## src/rtl/top_axi_slave.sv

```systemverilog
// rtl/top_axi_slave.sv - AXI4-Lite write-only slave with an internal register file
// AW and W are captured independently; the write commits when the second one lands.
module top_axi_slave #(
  parameter int ADDR_WIDTH = 4,
  parameter int DATA_WIDTH = 32
) (
  input  logic                  clk,
  input  logic                  rst_n,
  input  logic [ADDR_WIDTH-1:0] s_axi_awaddr,
  input  logic                  s_axi_awvalid,
  output logic                  s_axi_awready,
  input  logic [DATA_WIDTH-1:0] s_axi_wdata,
  input  logic                  s_axi_wvalid,
  output logic                  s_axi_wready,
  output logic [1:0]            s_axi_bresp,
  output logic                  s_axi_bvalid,
  input  logic                  s_axi_bready
);

  localparam int IDX_WIDTH = ADDR_WIDTH - 2;
  localparam int NUM_REGS  = 2 ** IDX_WIDTH;
  localparam logic [1:0] RESP_OKAY = 2'b00;

  typedef enum logic {IDLE, RESP} state_t;

  state_t                state, state_next;
  logic                  aw_captured, aw_captured_next;
  logic                  w_captured, w_captured_next;
  logic [IDX_WIDTH-1:0]  idx_q, idx_next;
  logic [DATA_WIDTH-1:0] data_q, data_next;
  logic                  awready_next, wready_next, bvalid_next;
  logic                  aw_hs, w_hs, commit;
  logic [IDX_WIDTH-1:0]  commit_idx;
  logic [DATA_WIDTH-1:0] commit_data;
  logic                  unused_low_bits;

  logic [DATA_WIDTH-1:0] regs [NUM_REGS];

  // Byte-lane bits never select anything: unaligned writes hit the containing word.
  assign unused_low_bits = ^s_axi_awaddr[1:0];

  assign aw_hs       = s_axi_awvalid && s_axi_awready;
  assign w_hs        = s_axi_wvalid && s_axi_wready;
  assign commit_idx  = aw_hs ? s_axi_awaddr[ADDR_WIDTH-1:2] : idx_q;
  assign commit_data = w_hs ? s_axi_wdata : data_q;
  assign s_axi_bresp = RESP_OKAY;

  always_ff @(posedge clk) begin
    if (!rst_n) begin
      state         <= IDLE;
      aw_captured   <= 1'b0;
      w_captured    <= 1'b0;
      idx_q         <= '0;
      data_q        <= '0;
      s_axi_awready <= 1'b0;
      s_axi_wready  <= 1'b0;
      s_axi_bvalid  <= 1'b0;
    end else begin
      state         <= state_next;
      aw_captured   <= aw_captured_next;
      w_captured    <= w_captured_next;
      idx_q         <= idx_next;
      data_q        <= data_next;
      s_axi_awready <= awready_next;
      s_axi_wready  <= wready_next;
      s_axi_bvalid  <= bvalid_next;
    end
  end

  always_comb begin
    state_next       = state;
    aw_captured_next = aw_captured;
    w_captured_next  = w_captured;
    idx_next         = idx_q;
    data_next        = data_q;
    awready_next     = s_axi_awready;
    wready_next      = s_axi_wready;
    bvalid_next      = s_axi_bvalid;
    commit           = 1'b0;
    case (state)
      IDLE: begin
        if (aw_hs) begin
          aw_captured_next = 1'b1;
          idx_next         = s_axi_awaddr[ADDR_WIDTH-1:2];
        end
        if (w_hs) begin
          w_captured_next = 1'b1;
          data_next       = s_axi_wdata;
        end
        // Readies track the captured flags, which also raises them on the first edge out of reset.
        awready_next = !aw_captured_next;
        wready_next  = !w_captured_next;
        if ((aw_captured || aw_hs) && (w_captured || w_hs)) begin
          commit       = 1'b1;
          bvalid_next  = 1'b1;
          awready_next = 1'b0;
          wready_next  = 1'b0;
          state_next   = RESP;
        end
      end
      RESP: begin
        if (s_axi_bready) begin
          bvalid_next      = 1'b0;
          aw_captured_next = 1'b0;
          w_captured_next  = 1'b0;
          awready_next     = 1'b1;
          wready_next      = 1'b1;
          state_next       = IDLE;
        end
      end
      default: state_next = IDLE;
    endcase
  end

  always_ff @(posedge clk) begin
    if (!rst_n) begin
      for (int i = 0; i < NUM_REGS; i++) regs[i] <= '0;
    end else if (commit) begin
      regs[commit_idx] <= commit_data;
    end
  end

endmodule

```

## config.mk

```make
export PLATFORM = sky130hd
export DESIGN_NAME = top_axi_slave
export DESIGN_NICKNAME = d
export VERILOG_FILES = /design/src/rtl/top_axi_slave.sv
export SDC_FILE = /design/constraint.sdc
export NUM_CORES = 1
export LEC_CHECK = 0
export CORE_AREA = 5 5 42 44
export CTS_CLUSTER_SIZE = 20
export DETAILED_ROUTE_END_ITERATION = 16
export DIE_AREA = 0 0 47 49
export PLACE_DENSITY = 0.74
export SKIP_LAST_GASP = 1
export SYNTH_ARGS = -nofsm -noshare
export SYNTH_HDL_FRONTEND = slang
export SYNTH_SLANG_ARGS = --single-unit
export TNS_END_PERCENT = 20
```

## constraint.sdc

```tcl
create_clock -name clk -period 1.27 [get_ports clk]
set_input_delay 0.381 -clock clk [delete_from_list [all_inputs] [get_ports clk]]
set_output_delay 0.381 -clock clk [all_outputs]
set_load 0.005 [all_outputs]
```

==> After elaboration in Yosys (flattened, before gate mapping) <==
Cells that the tools add are included.
{ "totals": {"input_bits": 41, "register_bits": 6} }
{ "op_classes": {"reduce_logical": 8, "n_bitwise": 1, "eq_ne": 2, "mux": 17} }
{ "ops": {"columns": ["operator", "n"], "rows": [
  ["one-hot mux 1 bit (2 select lines)", 6],
  ["2-to-1 mux 1 bit", 11],
  ["inequality test 2 bit, second input constant", 2],
  ["logical AND 1 bit", 3],
  ["zero test 1 bit", 2],
  ["logical OR 1 bit", 2],
  ["AND reduction 2 bit", 1],
  ["inverter 1 bit", 1]
]} }

==> Longest topological paths before layout <==
Gate-level depths: netlist of run 1.
{ "depth": {"word_depth": 6, "depth_mapped": 3} }

==> Worst setup path before layout of run 1 <==
No wires, ideal clock.
{ "synth_timing": {"kind": "input to register", "from": "input port s_axi_wvalid", "to": "register w_captured", "stages": 3, "required_time_ns": 1.155, "t_arrival_ns": 0.760, "path_buffers": 0, "path_slack_ns": 0.396, "path_cell_list": "a21oi_2 > nor2_1 > o21a_1"} }
{ "synth_between": {"elab_chain_len": 4} }
{ "synth_lines": {"columns": ["item", "line_no", "rtl"], "rows": [
  ["start, declared", "13", "input logic s_axi_wvalid,"],
  ["logical AND 1 bit", "43", "assign w_hs = s_axi_wvalid && s_axi_wready;"],
  ["2-to-1 mux 1 bit", "86", "if (w_hs) begin"],
  ["2-to-1 mux 1 bit", "80", "case (state)"],
  ["one-hot mux 1 bit (2 select lines)", "80", null],
  ["end signal, assigned", "61", "w_captured <= w_captured_next;"],
  ["end, declared", "28", "logic w_captured, w_captured_next;"]
]} }
No other way between the ends. The select of a mux whose other input is x is not followed.
A chain may end at the register's enable or synchronous reset.

==> Worst setup path in the final report of run 1 <==
{ "layout_timing": {"from": "register s_axi_bvalid", "to": "output port s_axi_bvalid"} }
{ "layout_rtl": {"columns": ["item", "line_no", "rtl"], "rows": [
  ["start, declared", "16", "output logic s_axi_bvalid,"],
  ["start signal, assigned", "66", "s_axi_bvalid <= bvalid_next;"]
]} }
No word-level cell between the ends.

==> results of run 1 <==
layout make-up:
class                      count  area (sq um)  area share
sequential                     6           120       0.321
timing repair buffer          10          93.8       0.251
tap                           16          20.0      0.0535
clock buffer                   3          22.5      0.0602
multi-input combinational     20           118       0.314
logic make-up (layout without fill, tap and decap cells):
logic type | after synthesis | count (layout)
and+or+nand+nor | 9 | 9
AOI/OAI and AO/OA | 9 | 9
other | 1 | 2
buffers and inverters | 2 | 13
DFF | 6 | 6
Yosys cell counts:
| master | n |
|---|---|
| dfxtp_1 | 6 |
| nor2_1 | 4 |
| o21a_1 | 3 |
| a21oi_2 | 2 |
| buf_4 | 2 |
| nor2b_1 | 2 |
| o21ai_0 | 2 |
| a21boi_0 | 1 |
| and2_1 | 1 |
| conb_1 | 1 |
| nand2b_1 | 1 |
| nor3_1 | 1 |
| o31ai_1 | 1 |
layer usage:
metal / part of all wire / wire length [microns] / track usage / vias up
met5: 0 / 0 / 0 / -
met4: 0.023 / 12 / 0.0415 / 0
met3: 0.099 / 51 / 0.0554 / 2
met2: 0.46 / 236 / 0.0724 / 7
met1: 0.42 / 217 / 0.0593 / 95
li1: - / - / - / 112
sequential cells by signal, summed over array words and instances (netlist names):
name	cells
s_axi_wready	1
s_axi_bvalid	1
aw_captured	1
s_axi_awready	1
w_captured	1
state	1
path summary, 6_finish.rpt:
check	from	to
max	s_axi_bvalid	s_axi_bvalid
max reg2reg	s_axi_wready	w_captured
min	s_axi_awready	s_axi_awready
min reg2reg	s_axi_awready	s_axi_awready
stage by stage:
step	TNS, ps	hold WS, ps
after floorplan	0	499
after global placement	-545	550
after global routing	-231	624
after detailed placement	-613	571
after CTS	-364	581
final	-165	564
power by group through the flow:
stage	Combinational [W]	Sequential [W]	Clock, W
2_1_floorplan	0.0000544	0.000235	0
3_3_place_gp	0.000118	0.000234	0
3_5_place_dp	0.000119	0.000235	0
4_1_cts	0.000118	0.000231	0.000184
5_1_grt	0.000128	0.000235	0.000193
6_report	0.000115	0.000231	0.000173
==> impl_metrics.toml, run 1 <==
[critical_path]
cp.required_ps = 890
critPathKind = "reg2out"
path_buf_inv = 1
worstSetupEndpointType = "output pin"
path_cells = "clkdlybuf4s50_1"
slowest_stage = "clkdlybuf4s50_1"
r2r_cells = 4
max_stage_delay_ps = 500
worstPathArrival_ps = 1050
cp-start-kind = "register"
path_delay_family = "buffers and inverters"
path_depth = 1
critical_path.max_fanout = 2
ff2ff_setup_slack_ps = 310

[sta]
rsz0062_at_grt = "yes"
clock_skew_ps = 3.28
maxSlewViolCount = 0
layout_setup_ws_ps = -165
min_period_over_period = 1.13
setup-violations-final = 1
max_freq_ghz = 0.697
fin_crit_ps = 1430
hold_viol = 0

[final_layout]
final_nets = 82
n_antenna_cell = 0
final_cell_area_sq_um = 374
instances_no_fill = 55
n_fill_cell = 160
layout_commonest_cell = "dfxtp_1"
drive_gt1_frac = 0.205
fin_util = 0.267
area_delta_synth_final_pct = 50.3
mostFrequentLayoutCells = "6 x dfxtp_1, 5 x clkdlybuf4s50_1, 4 x nor2_1"

[power]
p_switching_w = 0.000127
ir_drop_mv = 0.552
total_power_w = 0.000519
power_frac_comb = 0.221
p_int_w = 0.000392
p_sw_frac = 0.245
pwr-share-clk = 0.334
leakagePower_nw = 0.163
p_per_area_nw_per_um2 = 1390
seqPwrFrac = 0.445

[yosys]
syn_inst = 27
synth-simple-area-share = 0.181
synth_top_family_by_area = "compound AO/OA/AOI/OAI gates"
yosys_warnings = 0
synth-xor-area-share = 0
syn_area_sq_um = 249
synth_top_area_cell = "dfxtp_1"
synth-compound-area-share = 0.261
synthAdderAreaFrac = 0
seq_area_frac_synth = 0.482
yosys.area.top_type_share = 0.482
ys_ff_latch = 6
yosys-top-cells-area = "dfxtp_1 48%, o21a_1 9.0%, a21oi_2 7.0%"
muxShareOfSynthArea = 0
avgSynthCellArea_sq_um = 9.22
yosysUniqueCellTypes = 13

[worst_hold_path]
holdPathStages = 2
min_path_type = "reg2reg"

[floorplanning]
die_area_sq_um = 2300
ios = 46
rows = 14
start_util = 0.178
die_y_microns = 49
dieWidth_microns = 47
core_area_sq_um = 1400

[global_route]
grt_overflow_total = 0
grt_usage = 0.0585
grt_start_max_net_pins = 7
grt_pass1_wl_microns = 869
antenna_found_initial = 0
first_global_vias = 211

[placement]
dp_cells = 52
port_buffers = 7
gp_congestion = 0.784
dp.final_hpwl_microns = 381
placed_area_sq_um = 350
place_ws_ps = -131

[clock_network]
numCtsBuffers = 3
cts_max_level = 1
cts-resized-gates = 1
root_buffer = "clkbuf_4"
cts_sinks = 6
clk_path_buf_depth = 2
hold_buffers = 0
clk_latency_ps = 240
clkTransAtPathRegs_ps = 40
cts_tree = "done"
post-cts-setup-buffers = 0

[detailed_routing]
routed_wl_microns = 517
wire_per_inst_microns = 9.40
drt_iter0_markers = 2
avgViaCountPerCell = 3.93
detail-route-antenna-nets = 0
first_pass_iters = 3
drc = 0
num_vias = 216

[job]
drv_cap = 0

[outcome]
run_status = "finished, violations left"
violations = "setup timing"
Power figures use the tool's default switching activity.
==> inputs of run 2 (changes only) <==
--- a/config.mk
+++ b/config.mk
@@ -5,11 +5,12 @@
 export SDC_FILE = /design/constraint.sdc
 export NUM_CORES = 1
 export LEC_CHECK = 0
-export CORE_AREA = 5 5 42 44
+export CORE_AREA = 2 2 39 41
 export CTS_CLUSTER_SIZE = 20
 export DETAILED_ROUTE_END_ITERATION = 16
-export DIE_AREA = 0 0 47 49
+export DIE_AREA = 0 0 41 43
 export PLACE_DENSITY = 0.74
+export SETUP_SLACK_MARGIN = 0.1
 export SKIP_LAST_GASP = 1
 export SYNTH_ARGS = -nofsm -noshare
 export SYNTH_HDL_FRONTEND = slang
==> impl_metrics.toml, run 2 (same netlist as run 1, synthesis figures left out) <==
[clock_network]
cts_max_level = 1
cts_sinks = 6
post-cts-setup-buffers = 0
numCtsBuffers = 3
cts_tree = "done"
clk_latency_ps = 250
clk_path_buf_depth = 2
hold_buffers = 0
root_buffer = "clkbuf_4"
clkTransAtPathRegs_ps = 40
cts-resized-gates = 6

[floorplanning]
die_area_sq_um = 1760
core_area_sq_um = 1380
dieWidth_microns = 41
start_util = 0.180
die_y_microns = 43
ios = 46
rows = 14

[critical_path]
cp.required_ps = 1410
worstPathArrival_ps = 1290
critical_path.max_fanout = 4
worstSetupEndpointType = "register"
worstReg2RegEnd = "w_captured"
ff2ff_setup_slack_ps = 290
reg2reg_from = "s_axi_wready"
r2r_cells = 4
cp-start-kind = "input pin"
critPathKind = "in2reg"

[worst_hold_path]
min_from = "s_axi_awready"
holdPathStages = 2
min_path_type = "reg2reg"
hold_end = "s_axi_awready"

[outcome]
run_status = "finished, final reports clean"

[power]
p_per_area_nw_per_um2 = 1390
ir_drop_mv = 0.631
leakagePower_nw = 0.156

[placement]
place_ws_ps = -145
placed_area_sq_um = 350
gp_congestion = 0.728
port_buffers = 7
dp_cells = 52

[final_layout]
fin_util = 0.272
layout_commonest_cell = "dfxtp_1"
final_nets = 82
area_delta_synth_final_pct = 51.3
instances_no_fill = 55
n_fill_cell = 151
final_cell_area_sq_um = 377
n_antenna_cell = 0
drive_gt1_frac = 0.282
mostFrequentLayoutCells = "5 x dfxtp_1, 4 x nor2_1, 4 x clkdlybuf4s50_1"

[global_route]
antenna_found_initial = 0
grt_usage = 0.0765
grt_overflow_total = 0
first_global_vias = 209
grt_start_max_net_pins = 7
grt_pass1_wl_microns = 821

[sta]
maxSlewViolCount = 0
hold_viol = 0
max_freq_ghz = 0.867
holdWs_ps = 542
layout_setup_ws_ps = 117
rsz0062_at_grt = "yes"
min_period_over_period = 0.908
fin_crit_ps = 1150
clock_skew_ps = 4.30
setup-violations-final = 0

[detailed_routing]
drt_iter0_markers = 0
drc = 0
avgViaCountPerCell = 3.98
routed_wl_microns = 506
num_vias = 219
first_pass_iters = 1
wire_per_inst_microns = 9.20
detail-route-antenna-nets = 0

[job]
drv_cap = 0
==> run 2: power breakdown <==
part	leakage [nW]	internal [W]	switching, W
registers	0.0498	0.000216	0.0000182
logic	0.0928	0.0000682	0.0000447
clock network	0.0138	0.000107	0.0000682
==> run 2: worst max-delay path, cell delays in order <==
cell and delay, ps:
clkdlybuf4s50_1 540, nand2b_4 160, o31ai_1 60, and2_1 150
==> run 2: cell type report <==
type	count	area [sq um]	share of cell area
Clock buffer	3	22.5	0.0598
Multi-Input combinational cell	20	125	0.332
Timing Repair Buffer	10	87.6	0.233
Tap cell	16	20.0	0.0532
Sequential cell	6	121	0.322
==> run 2: worst max path at each step <==
stage / from / to / slack [ps] / cells after the start
after floorplan: s_axi_wvalid / w_captured / 400 / 3
after global placement: s_axi_bready / state / -120 / 4
after detailed placement: s_axi_bready / state / -150 / 4
after CTS: s_axi_bvalid / s_axi_bvalid / 80 / 1
after global routing: s_axi_wready / s_axi_wready / 70 / 1
final: s_axi_bready / state / 120 / 4
==> run 2: metal layers <==
layer | wire, microns | GRT usage | up-vias | part of all wire
li1 | - | - | 115 | -
met1 | 233 | 0.0809 | 95 | 0.46
met2 | 227 | 0.0938 | 9 | 0.45
met3 | 45 | 0.0628 | 0 | 0.089
met4 | 0 | 0.0600 | 0 | 0
met5 | 0 | 0 | - | 0
==> run 2: stage by stage <==
step,setup TNS [ps],total power [W]
after floorplan,0,0.000290
after global placement,-536,0.000351
after detailed placement,-665,0.000355
after CTS,0,0.000531
after global routing,0,0.000562
final,0,0.000522
==> inputs of run 3 (changes only) <==
--- a/config.mk
+++ b/config.mk
@@ -11,7 +11,6 @@
 export DIE_AREA = 0 0 41 43
 export PLACE_DENSITY = 0.74
 export SETUP_SLACK_MARGIN = 0.1
-export SKIP_LAST_GASP = 1
 export SYNTH_ARGS = -nofsm -noshare
 export SYNTH_HDL_FRONTEND = slang
 export SYNTH_SLANG_ARGS = --single-unit
==> results of run 3 <==
Same layout as run 2: the final DEF is identical, and so are final timing and power.
